<file path="src/rtl/sd_cmd_arb_pkg.sv">
// sd_cmd_arb_pkg
// Shared types and constants for the SD command arbiter slice.
//   arb_state_t   : arbiter FSM states
//   OWNER_HOST/DM : encoding of cmd_owner and the round-robin memory
//   DEF_TMO_W/CYC : default timeout counter width and abort threshold
package sd_cmd_arb_pkg;

  typedef enum logic [1:0] {
    IDLE,
    ISSUE,
    WAIT_START,
    WAIT_DONE
  } arb_state_t;

  localparam logic OWNER_HOST = 1'b0;
  localparam logic OWNER_DM   = 1'b1;

  localparam int unsigned DEF_TMO_W   = 16;
  localparam logic [15:0] DEF_TMO_CYC = 16'hFFFF;

endpackage

</file>
<file path="src/rtl/sd_cmd_arb_timer.sv">
// sd_cmd_arb_timer
// Saturating cycle counter that bounds how long the arbiter waits on the
// command master.
//   clk, rst_n : clock, asynchronous active-low reset
//   clr        : synchronous clear (takes priority over en)
//   en         : count one cycle
//   last       : the increment taken this cycle brings the count to TMO_CYC
module sd_cmd_arb_timer #(
  parameter int unsigned      TMO_W   = 16,
  parameter logic [TMO_W-1:0] TMO_CYC = {TMO_W{1'b1}}
) (
  input  logic clk,
  input  logic rst_n,
  input  logic clr,
  input  logic en,
  output logic last
);

  // Flagging one count early lets the FSM abort on the same edge the count
  // reaches TMO_CYC, so the abort lands exactly TMO_CYC cycles after entry.
  localparam logic [TMO_W-1:0] LAST_VAL = TMO_CYC - TMO_W'(1);

  logic [TMO_W-1:0] count_q;

  always_ff @(posedge clk or negedge rst_n) begin
    if (!rst_n) begin
      count_q <= '0;
    end else if (clr) begin
      count_q <= '0;
    end else if (en && (count_q != {TMO_W{1'b1}})) begin
      count_q <= count_q + TMO_W'(1);
    end
  end

  assign last = (count_q >= LAST_VAL);

endmodule

</file>
<file path="src/rtl/sd_cmd_arbiter.sv">
// sd_cmd_arbiter
// Round-robin arbiter that shares the SD command master between host
// register writes and the data master's command-setting handshake.
//   clk, rst_n                 : clock, asynchronous active-low reset
//   host_req/arg/set, host_ack : host command request and one-cycle ack
//   dm_req/arg/set, dm_ack     : data master request (we_req) and ack (we_ack)
//   cmd_busy                   : command master busy
//   cmd_arg, cmd_set           : latched command to the command master
//   cmd_start                  : one-cycle start strobe
//   cmd_owner                  : 0 = host, 1 = data master
//   arb_busy                   : arbiter not idle
//   tmo_err, err_clr           : sticky timeout flag and its clear
module sd_cmd_arbiter
  import sd_cmd_arb_pkg::*;
#(
  parameter int unsigned      ARG_W   = 32,
  parameter int unsigned      SET_W   = 16,
  parameter int unsigned      TMO_W   = DEF_TMO_W,
  parameter logic [TMO_W-1:0] TMO_CYC = TMO_W'(DEF_TMO_CYC)
) (
  input  logic             clk,
  input  logic             rst_n,
  input  logic             host_req,
  input  logic [ARG_W-1:0] host_arg,
  input  logic [SET_W-1:0] host_set,
  output logic             host_ack,
  input  logic             dm_req,
  input  logic [ARG_W-1:0] dm_arg,
  input  logic [SET_W-1:0] dm_set,
  output logic             dm_ack,
  input  logic             cmd_busy,
  output logic [ARG_W-1:0] cmd_arg,
  output logic [SET_W-1:0] cmd_set,
  output logic             cmd_start,
  output logic             cmd_owner,
  output logic             arb_busy,
  output logic             tmo_err,
  input  logic             err_clr
);

  arb_state_t       state_q, state_d;
  logic             last_owner_q, last_owner_d;
  logic             host_ack_q, host_ack_d;
  logic             dm_ack_q, dm_ack_d;
  logic             cmd_start_q, cmd_start_d;
  logic             cmd_owner_q, cmd_owner_d;
  logic             arb_busy_q, arb_busy_d;
  logic             tmo_err_q, tmo_err_d;
  logic [ARG_W-1:0] cmd_arg_q, cmd_arg_d;
  logic [SET_W-1:0] cmd_set_q, cmd_set_d;

  logic winner;
  logic tmr_clr, tmr_en, tmr_last, tmo_hit;

  sd_cmd_arb_timer #(
    .TMO_W  (TMO_W),
    .TMO_CYC(TMO_CYC)
  ) u_timer (
    .clk  (clk),
    .rst_n(rst_n),
    .clr  (tmr_clr),
    .en   (tmr_en),
    .last (tmr_last)
  );

  // A lone requester wins outright; on a tie the side that did not win
  // last time goes first. last_owner resets to host, so dm wins the first tie.
  always_comb begin
    if (host_req && dm_req) begin
      winner = ~last_owner_q;
    end else if (dm_req) begin
      winner = OWNER_DM;
    end else begin
      winner = OWNER_HOST;
    end
  end

  // Next-state and next-output logic. Every output is registered, so the
  // values computed here appear one edge later.
  always_comb begin
    state_d      = state_q;
    last_owner_d = last_owner_q;
    host_ack_d   = 1'b0;
    dm_ack_d     = 1'b0;
    cmd_start_d  = 1'b0;
    cmd_owner_d  = cmd_owner_q;
    cmd_arg_d    = cmd_arg_q;
    cmd_set_d    = cmd_set_q;
    tmr_clr      = 1'b0;
    tmr_en       = 1'b0;
    tmo_hit      = 1'b0;

    case (state_q)
      IDLE: begin
        // cmd_busy is deliberately not looked at here.
        if (host_req || dm_req) begin
          cmd_owner_d  = winner;
          last_owner_d = winner;
          if (winner == OWNER_DM) begin
            cmd_arg_d = dm_arg;
            cmd_set_d = dm_set;
            dm_ack_d  = 1'b1;
          end else begin
            cmd_arg_d  = host_arg;
            cmd_set_d  = host_set;
            host_ack_d = 1'b1;
          end
          state_d = ISSUE;
        end
      end

      ISSUE: begin
        cmd_start_d = 1'b1;
        tmr_clr     = 1'b1;
        state_d     = WAIT_START;
      end

      WAIT_START: begin
        tmr_en = 1'b1;
        if (tmr_last) begin
          tmo_hit = 1'b1;
          state_d = IDLE;
        end else if (cmd_busy) begin
          state_d = WAIT_DONE;
        end
      end

      WAIT_DONE: begin
        tmr_en = 1'b1;
        if (tmr_last) begin
          tmo_hit = 1'b1;
          state_d = IDLE;
        end else if (!cmd_busy) begin
          state_d = IDLE;
        end
      end

      default: begin
        state_d = IDLE;
      end
    endcase

    arb_busy_d = (state_d != IDLE);
    // A timeout on the same edge as err_clr must leave the flag set.
    tmo_err_d  = tmo_hit | (tmo_err_q & ~err_clr);
  end

  // State and output registers; reset aborts any command in flight.
  always_ff @(posedge clk or negedge rst_n) begin
    if (!rst_n) begin
      state_q      <= IDLE;
      last_owner_q <= OWNER_HOST;
      host_ack_q   <= 1'b0;
      dm_ack_q     <= 1'b0;
      cmd_start_q  <= 1'b0;
      cmd_owner_q  <= OWNER_HOST;
      arb_busy_q   <= 1'b0;
      tmo_err_q    <= 1'b0;
      cmd_arg_q    <= '0;
      cmd_set_q    <= '0;
    end else begin
      state_q      <= state_d;
      last_owner_q <= last_owner_d;
      host_ack_q   <= host_ack_d;
      dm_ack_q     <= dm_ack_d;
      cmd_start_q  <= cmd_start_d;
      cmd_owner_q  <= cmd_owner_d;
      arb_busy_q   <= arb_busy_d;
      tmo_err_q    <= tmo_err_d;
      cmd_arg_q    <= cmd_arg_d;
      cmd_set_q    <= cmd_set_d;
    end
  end

  assign host_ack  = host_ack_q;
  assign dm_ack    = dm_ack_q;
  assign cmd_start = cmd_start_q;
  assign cmd_owner = cmd_owner_q;
  assign arb_busy  = arb_busy_q;
  assign tmo_err   = tmo_err_q;
  assign cmd_arg   = cmd_arg_q;
  assign cmd_set   = cmd_set_q;

endmodule

</file>
<file path="config.mk">
export PLATFORM = sky130hd
export DESIGN_NAME = sd_cmd_arbiter
export DESIGN_NICKNAME = d
export VERILOG_FILES = /design/src/rtl/sd_cmd_arb_pkg.sv /design/src/rtl/sd_cmd_arb_timer.sv /design/src/rtl/sd_cmd_arbiter.sv
export SDC_FILE = /design/constraint.sdc
export NUM_CORES = 1
export LEC_CHECK = 0
export ABC_CLOCK_PERIOD_IN_PS = 1650
export BUFFER_PORTS_ARGS = -buffer_cell sky130_fd_sc_hd__clkbuf_2
export CORE_UTILIZATION = 42
export DETAILED_ROUTE_END_ITERATION = 12
export PLACE_DENSITY = 0.82
export SYNTH_ARGS = -nofsm -noshare
export SYNTH_HDL_FRONTEND = slang
export SYNTH_SLANG_ARGS = --single-unit
</file>
<file path="constraint.sdc">
create_clock -name clk -period 1.65 [get_ports clk]
set_input_delay 0.2475 -clock clk [delete_from_list [all_inputs] [get_ports clk]]
set_output_delay 0.2475 -clock clk [all_outputs]
set_load 0.005 [all_outputs]
</file>
# Word level (Yosys, flattened, before mapping)
# Index checks and enable logic that the tools add are counted.
# Widths: inputs -> output; s select.
dict set report totals {
  reg_bits 72
  input_bits 102
  output_inout_bits 54
  elab_cells 50
}
dict set report classes {
  add_sub_neg 1
  n_lt_le_gt_ge 1
  eq_ne 4
  muxes 22
  n_bitwise 4
  n_reduce_logical 8
}
# operator count
set ops {}
lappend ops {{$mux 16} 3}
lappend ops {{$mux 32} 1}
lappend ops {{$add 16x1->16 const B} 1}
lappend ops {{$ge 16x16->1 const B} 1}
lappend ops {{$ne 16x16->1 const B} 1}
lappend ops {{$mux 1} 12}
lappend ops {{$mux 2} 5}
lappend ops {{$pmux 2 s4} 1}
lappend ops {{$eq 2x2->1 const B} 2}
lappend ops {{$reduce_bool 2->1} 2}
lappend ops {{$eq 2x1->1 const B} 1}
lappend ops {{$logic_and 1x1->1} 2}
lappend ops {{$logic_not 2->1} 1}
lappend ops {{$not 1->1} 2}
lappend ops {{$reduce_and 2->1} 1}
lappend ops {{$reduce_or 2->1} 1}
lappend ops {{$and 1x1->1} 1}
lappend ops {{$logic_or 1x1->1} 1}
lappend ops {{$or 1x1->1} 1}

# Longest topological paths before layout
# Gate-level depths: netlist (run 1).
dict set report depth {
  depth_word 6
  ltp_mapped 8
  mapped_depth_nobuf 6
}

# Cells and area by module
# From an unflattened synthesis (run 1), not the netlist that was laid out.
dict set report unflattened {
  cells_unflattened 353
  hier_area_um2 3484.6
}
# module instances cells_each area_each_um2 seq_area_each_um2
set modules_own_cells {}
lappend modules_own_cells {sd_cmd_arbiter 1 251 2521.2 1401.3}
lappend modules_own_cells {sd_cmd_arb_timer 1 102 963.4 400.4}

# Worst setup path before layout (run 1)
# Ideal clock, no wire load.
dict set report synth_timing {
  kind {register -> register}
  startpoint {register state_q[1]}
  endpoint {register cmd_arg_q[26], in the netlist cmd_arg[26]}
  setup_ns 0.118
  arrival_ns 1.425
  t_required_ns 1.532
  setup_slack_ns 0.107
  path_stages_with_launch 8
  path_buffers 3
  synth_period_minus_slack_ns 1.543
  cell_sequence {dfrtp_1 -> buf_4 -> nor2_4 -> o21ai_2 -> buf_2 -> buf_2 -> a22o_1 -> a21o_1}
}
dict set report synth_between {
  elab_chain_len 2
}
# element line
set synth_rtl {}
lappend synth_rtl {{from (decl)} sd_cmd_arbiter.sv:41} ;# arb_state_t state_q, state_d;
lappend synth_rtl {{from (signal assigned)} sd_cmd_arbiter.sv:162} ;# state_q <= state_d;
lappend synth_rtl {{$logic_not 2->1} sd_cmd_arbiter.sv:93} ;# case (state_q)
lappend synth_rtl {{$reduce_and 2->1 (no line)} --}
lappend synth_rtl {{to (signal assigned)} sd_cmd_arbiter.sv:170} ;# cmd_arg_q <= cmd_arg_d;
lappend synth_rtl {{to (decl)} sd_cmd_arbiter.sv:49} ;# logic [ARG_W-1:0] cmd_arg_q, cmd_arg_d;
# Every way passes these cells.
# A chain may end at the register's enable or synchronous reset.

# Worst setup path after layout (run 1)
dict set report layout_timing {
  startpoint {register u_timer.count_q[12]}
  endpoint {register u_timer.count_q[2]}
}
dict set report layout_between {
  elab_chain_len 3
}
# element line
set layout_rtl {}
lappend layout_rtl {{from (decl)} sd_cmd_arb_timer.sv:23} ;# logic [TMO_W-1:0] count_q;
lappend layout_rtl {{from (signal assigned)} sd_cmd_arb_timer.sv:31} ;# count_q <= count_q + TMO_W'(1);
lappend layout_rtl {{$ne 16x16->1} sd_cmd_arb_timer.sv:30} ;# end else if (en && (count_q != {TMO_W{1'b1}})) begin
lappend layout_rtl {{$logic_and 1x1->1} sd_cmd_arb_timer.sv:30}
lappend layout_rtl {{$reduce_bool 2->1 (no line)} --}
# Every way passes these cells.

==> results of run 1 <==
[final cells by class]
type	instances	area [um2]	share of cell area
Tap cell	102	127.6	0.02699
Sequential cell	72	1803	0.3813
Timing Repair Buffer	179	1008	0.2133
Inverter	5	18.77	0.003969
Clock buffer	10	127.6	0.02699
Multi-Input combinational cell	216	1536	0.3250
Clock inverter	5	106.4	0.02249
[flip-flops by register name, indices dropped and copies added, names as in the netlist]
name / flops
cmd_set: 16
host_ack: 1
arb_busy: 1
cmd_arg: 32
state_q: 2
u_timer.count_q: 16
tmo_err: 1
cmd_start: 1
cmd_owner: 1
dm_ack: 1
[per-stage QoR]
step	setup WS [ns]	cells	cell area (um2)	TNS, ns
after floorplan	0.1068	313	3435	0
after global placement	0.1348	573	4458	0
after global routing	-0.006225	589	4728	-0.01415
after CTS	0.05783	589	4702	0
final	0.09737	589	4728	0
after detailed placement	0.08044	573	4458	0
[worst max-delay path, delay by kind of cell (launching register included)]
kind	cells	cell delay, ns
AOI/OAI and AO/OA	1	0.54
and+or+nand+nor	3	0.48
DFF	1	0.47
[cell families (layout without fill, tap and decap cells)]
| kind of cell | Yosys count | after routing |
|---|---|---|
| DFF | 72 | 72 |
| adders and majority gates | 2 | 2 |
| buffers and inverters | 25 | 199 |
| muxes | 21 | 21 |
| AOI/OAI and AO/OA | 114 | 114 |
| and+or+nand+nor | 79 | 79 |
[path summary, 6_finish.rpt]
check                                      endpoint  cells past startpoint
max in group asynchronous        u_timer.count_q[5]                      3
worst max register to register   u_timer.count_q[2]                      4
worst min register to register           cmd_set[7]                      2
worst min-delay path                        tmo_err                      2
worst max-delay path             u_timer.count_q[2]                      4
min in group asynchronous       u_timer.count_q[14]                      3
[cell usage in the layout (no fill, tap or decap), types with 2 or more instances in the layout]
cell | Yosys | routed
nor3_2 | 2 | 2
nand2b_1 | 2 | 2
o21ai_0 | 10 | 10
inv_1 | 5 | 5
bufinv_16 | 0 | 3
clkbuf_2 | 0 | 154
o311ai_1 | 2 | 2
nand4_4 | 2 | 2
buf_12 | 0 | 4
a31oi_1 | 2 | 2
nor3_1 | 4 | 4
a22o_1 | 31 | 31
nor2_1 | 8 | 7
nand4_1 | 3 | 3
and2_1 | 2 | 2
a21o_1 | 33 | 33
nand2_1 | 35 | 35
dfrtp_1 | 72 | 71
o21ai_1 | 16 | 16
mux2i_1 | 21 | 21
or3_1 | 2 | 2
o211ai_1 | 2 | 2
clkbuf_8 | 0 | 9
a21oi_1 | 7 | 6
buf_4 | 2 | 19
nand3_1 | 8 | 8
and3_1 | 3 | 2
[power by group through the flow]
stage | clock (mW) | combinational [mW] | sequential [mW]
floorplan | 0 | 1.79 | 2.90
global placement | 0 | 3.06 | 2.88
detailed placement | 0 | 3.17 | 2.92
CTS | 1.69 | 3.18 | 2.89
global route | 1.77 | 3.48 | 2.98
finish | 1.67 | 3.15 | 2.90
[per-layer routing]
layer | global-route usage | up-vias | part of all wire
met5 | 0 | - | 0
met4 | 0.09635 | 0 | 0.028
met3 | 0.03859 | 23 | 0.059
met2 | 0.3512 | 120 | 0.51
met1 | 0.2758 | 1517 | 0.41
li1 | - | 1490 | -
[timing repair]
| action | 4_1_cts | 5_1_grt |
|---|---|---|
| setup buffers | 0 | 0 |
| endpoints found under the hold margin | 72 | 0 |
| endpoints found under the setup margin | 0 | 8 |
| hold buffers | 1 | 0 |
| resized for setup | 0 | 7 |
==> metrics.md, run 1 <==
| Metric | Value |
|---|---|
| Largest family of logic cells by synthesized area | compound AO/OA/AOI/OAI gates |
| FILL cells | 658 |
| Synth area leaders | dfrtp_1, a22o_1, a21o_1 |
| Critical path class | reg -> reg |
| RSZ-0062 raised after global routing | true |
| Die H | between 90 and 100 um |
| Cell count after synthesis | around 310 |
| Wire per inst | roughly 15 um |
| Seq/Total Area, Yosys | 0.5246 |
| Sequential power share | 0.375 |
| Crit end category | register |
| Hold crit path type | in -> reg |
| Io pins | 156 |
| Rel. slew slack | 0.6968 |
| Gr usage total | 0.2141 |
| Final Hold Viols | 0 |
| Post-Syn Area | approximately 3400 um2 |
| Reg-to-reg slack, setup | a little under 0.1 ns |
| Clock network power share | 0.216 |
| H-tree depth | 3 |
| Max_cap viols | 0 |
| Critical path's slowest cell | o41ai_4 |
| Total Power | 7.721 mW |
| DRC viols | 0 |
| TritonCTS clock tree | done |
| CTS buffer count | 9 |
| Post-synth top cells | dfrtp_1, nand2_1, a21o_1 |
| Critical Path Source | u_timer.count_q[12] |
| Final wirelength | 9020 um |
| Routed vias/inst | between 5 and 6 |
| Buffer levels on the longest clock path | 2 |
| Vias in the first global route | a little under 3000 |
| Tightest Pin Transition | 0.4547 ns |
| First-pass detailed-route iteration total | 4 |
| Worst Path Arrival | between 1.5 and 2 ns |
| Clock slew at reported path FFs | about 0.07 ns |
| Crit path required time | slightly below 2 ns |
| CTS sink count | a little over 70 |
| Pleak | ~2.6 nW |
| Via count | around 3200 |
| Combinational share of power | 0.409 |
| Core Area | approximately 7800 um2 |
| GP Congestion | roughly 0.82 |
| Simple-gate portion of the synthesized area | 0.1235 |
| Final net count | approximately 590 |
| Slowest stage delay, CP | about 0.54 ns |
| First-pass GRT wire length | between 10000 and 15000 um |
| Final Max Slew Viols | 0 |
| Area leader, netlist | dfrtp_1 |
| Final Hold Slack | 0.05892 ns |
| Grt ovf | 0 |
| Syn Nets | roughly 420 |
| Root buffer cell | clkbuf_8 |
| Later-pin clock latency in the skew report | roughly 0.36 ns |
| P per Cell Area | ~1600 nW/um2 |
| Number of synthesized flops with an enable pin | 0 |
| Pint | around 5.1 mW |
| Ant. Diodes | 0 |
| Warnings, synthesis | 0 |
| Die area | ~8500 um2 |
| DR iter-0 viols | roughly 190 |
| Post-Synth Adder-Cell Area | 0.007286 |
| Status | complete, no violations |
| Multiplexer share of the synthesized area | 0.06120 |
| Unique masters post-synth | 45 |
| Flip-flop and latch count after synthesis | 72 |
| Num rows | 32 |
| Largest net degree at the start of global routing | 73 |
| Max frequency | approximately 640 MHz |
| Min-Delay Startpoint | err_clr |
| Tmin final | between 1.5 and 2 ns |
| Share of cells above drive strength 1 | 0.4292 |
| Syn-to-layout area delta | 37.67% |
| Worst Skew | ~0.0084 ns |
| Die W | slightly above 90 um |
| Synthesized area per cell | 10.97 um2 |
| Initial core utilization | 0.4399 |
| Ys async rst share | 1.000 |
| Synth Area in Compound Gates | 0.2441 |
| Final worst path period share | 0.9410 |
| Switching power | around 2.6 mW |
| Setup crit start kind | register |
| Reg2reg start | u_timer.count_q[12] |
| Final core utilization | 0.6056 |
| Dpl hpwl | roughly 6700 um |
| Sw Ratio | 0.3386 |
| Synth Area in XOR/XNOR | 0 |
| Most used DFF post-synth | dfrtp_1 |
| Peak VDD IR | between 0.8 and 0.9 mV |
| Max FO, Critical Path | 7 |
| Count leader, synth | dfrtp_1 |
| Initial antenna violation count | 0 |
| Ordered list of cells on the worst path | nand4_4 -> o41ai_4 -> nor2_1 -> nor3_2 |
| Synth top area share | 0.5246 |
| Routed Antenna Nets | 0 |
| Final Setup Violations | 0 |
| Port bufs | around 160 |
Power figures use the tool's default switching activity.
==> inputs of run 2 (changes only) <==
- ABC_CLOCK_PERIOD_IN_PS: 1650 -> 1700
- CORE_UTILIZATION: 42 -> 47
- PLACE_DENSITY: 0.82 -> 0.86
- clock period: 1.65 -> 1.7 ns (I/O delays scaled with it)
==> metrics.md, run 2 (synthesis results as in run 1) <==
| Metric | Value |
|---|---|
| Placed Area | ~4400 um2 |
| Commonest non-fill, non-tap cell in the layout | clkbuf_2 |
| GP Congestion | between 0.8 and 0.9 |
| Initial core utilization | 0.4946 |
| Die area | between 7000 and 8000 um2 |
| P per Cell Area | roughly 1500 nW/um2 |
| Fin area | between 4000 and 5000 um2 |
| Max frequency | a little under 600 MHz |
| Buffer levels on the longest clock path | 2 |
| Layout Cells excl Fill | 580 |
| First-pass GRT wire length | about 13000 um |
| Io pins | roughly 160 |
| Share of cells above drive strength 1 | 0.4256 |
| Crit path required time | 1.98 ns |
| Final worst slack | 0.02166 ns |
| FILL cells | 540 |
| CTS sink count | 72 |
| Vias in the first global route | 2898 |
| Peak VDD IR | around 0.99 mV |
| Grt met2 use | 0.3878 |
| Ant. Diodes | 0 |
| Final net count | 584 |
| Routed Antenna Nets | 0 |
| Dpl hpwl | roughly 6700 um |
| Worst Path Arrival | between 1.5 and 2 ns |
| Most frequent cells in the layout | clkbuf_2, dfrtp_1, nand2_1, a21o_1, a22o_1 |
| Status | complete, no violations |
| Reg2Reg Capture Point | u_timer.count_q[1] |
| Setup crit start kind | register |
| Crit end category | register |
| Wire per inst | approximately 15 um |
| Final Setup Violations | 0 |
| H-tree depth | 3 |
| Rel. slew slack | 0.6169 |
| Via count | approximately 3100 |
| Root buffer cell | clkbuf_8 |
| DP Worst Slack | 0.007507 ns |
| Largest net degree at the start of global routing | 41 |
| Initial antenna violation count | 0 |
| Max FFs per register | 32 |
| Gr usage total | 0.2303 |
| Die H | 87.49 um |
| Max_cap viols | 0 |
| Later-pin clock latency in the skew report | about 0.35 ns |
| Min-Delay Startpoint | err_clr |
| Met3 GRT Util | 0.06161 |
| Critical Path Source | u_timer.count_q[0] |
| Hold crit path type | in -> reg |
| Port bufs | 155 |
| Pleak | around 2.6 nW |
| GR peak layer | met2 |
| DRC viols | 0 |
| Reg2reg start | u_timer.count_q[0] |
| Reg-to-reg slack, setup | about 0.022 ns |
| Tmin final | 1.678 ns |
| WHS Path Cells | 2 |
| Tightest Pin Transition | about 0.57 ns |
| Syn-to-layout area delta | 35.77% |
| R2R cell count | 6 |
| Final worst path period share | 0.9873 |
| Worst Skew | about 0.010 ns |
| Critical path class | reg -> reg |
| Routed vias/inst | 5.402 |
| CTS buffer count | 9 |
| Hold path endpoint | tmo_err |
| Die W | just under 90 um |
| Clock slew at reported path FFs | around 0.070 ns |
| Placed cell count | 560 |
| Setup TNS | 0 ns |
| Max FO, Critical Path | 7 |
| Final wirelength | 8871 um |
| Num rows | 30 |
| Final Hold Viols | 0 |
| M1 GR Usage | 0.2840 |
| Final Max Slew Viols | 0 |
| Grt ovf | 0 |
| DR iter-0 viols | between 150 and 200 |
| First-pass detailed-route iteration total | 4 |
| TritonCTS clock tree | done |
| Core Area | just under 7000 um2 |
-- run 2: final cells by class --
cell class / instances / area (um2) / area share
well taps: 96 / 120.1 / 0.02576
inverters: 5 / 18.77 / 0.004025
clock inverters: 5 / 25.02 / 0.005366
repair buffers: 176 / 1023 / 0.2195
multi-input cells: 216 / 1544 / 0.3311
flip-flops and latches: 72 / 1804 / 0.3869
clock buffers: 10 / 127.6 / 0.02737
-- run 2: how the worst max path moves through the flow --
stage | cells past startpoint | endpoint | slack, ns
finish | 6 | u_timer.count_q[1] | 0.02
global route | 6 | u_timer.count_q[1] | -0.02
CTS | 5 | u_timer.count_q[6] | 0.004
detailed placement | 5 | u_timer.count_q[10] | 0.008
global placement | 5 | u_timer.count_q[2] | 0.11
floorplan | 7 | cmd_arg[26] | 0.16
-- run 2: metal layers --
metal / vias to the layer above / wire length, um
li1: 1499 / -
met1: 1494 / 3582
met2: 122 / 4562
met3: 18 / 514
met4: 0 / 212
met5: - / 0
-- run 2: critical path, cell delays in order, from the launching register on --
cell,delay (ns)
dfrtp_2,0.41
ha_2,0.25
nand3_4,0.13
o41ai_4,0.45
buf_4,0.20
nand3_1,0.07
o21ai_1,0.09
-- run 2: stage by stage --
step	power [mW]	hold WS [ns]	utilization
after floorplan	4.554	-0.04059	-
after global placement	5.699	0.2810	0.6387
after detailed placement	5.846	0.2836	0.6387
after CTS	6.965	0.06573	0.6622
after global routing	7.465	0.08034	0.6715
final	6.967	0.07537	0.6715
-- run 2: report_power, final --
group | switching (mW) | total, mW | internal [mW]
clock | 0.594 | 1.10 | 0.508
sequential | 0.435 | 2.83 | 2.39
combinational | 1.43 | 3.04 | 1.60
total | 2.46 | 6.97 | 4.50
-- run 2: timing repair --
item / in CTS / in global routing
hold buffers: 1 / 0
hold endpoints to repair: 20 / 0
buffers inserted: 0 / 4
endpoints found under the setup margin: 0 / 14
gates resized for setup: 0 / 8
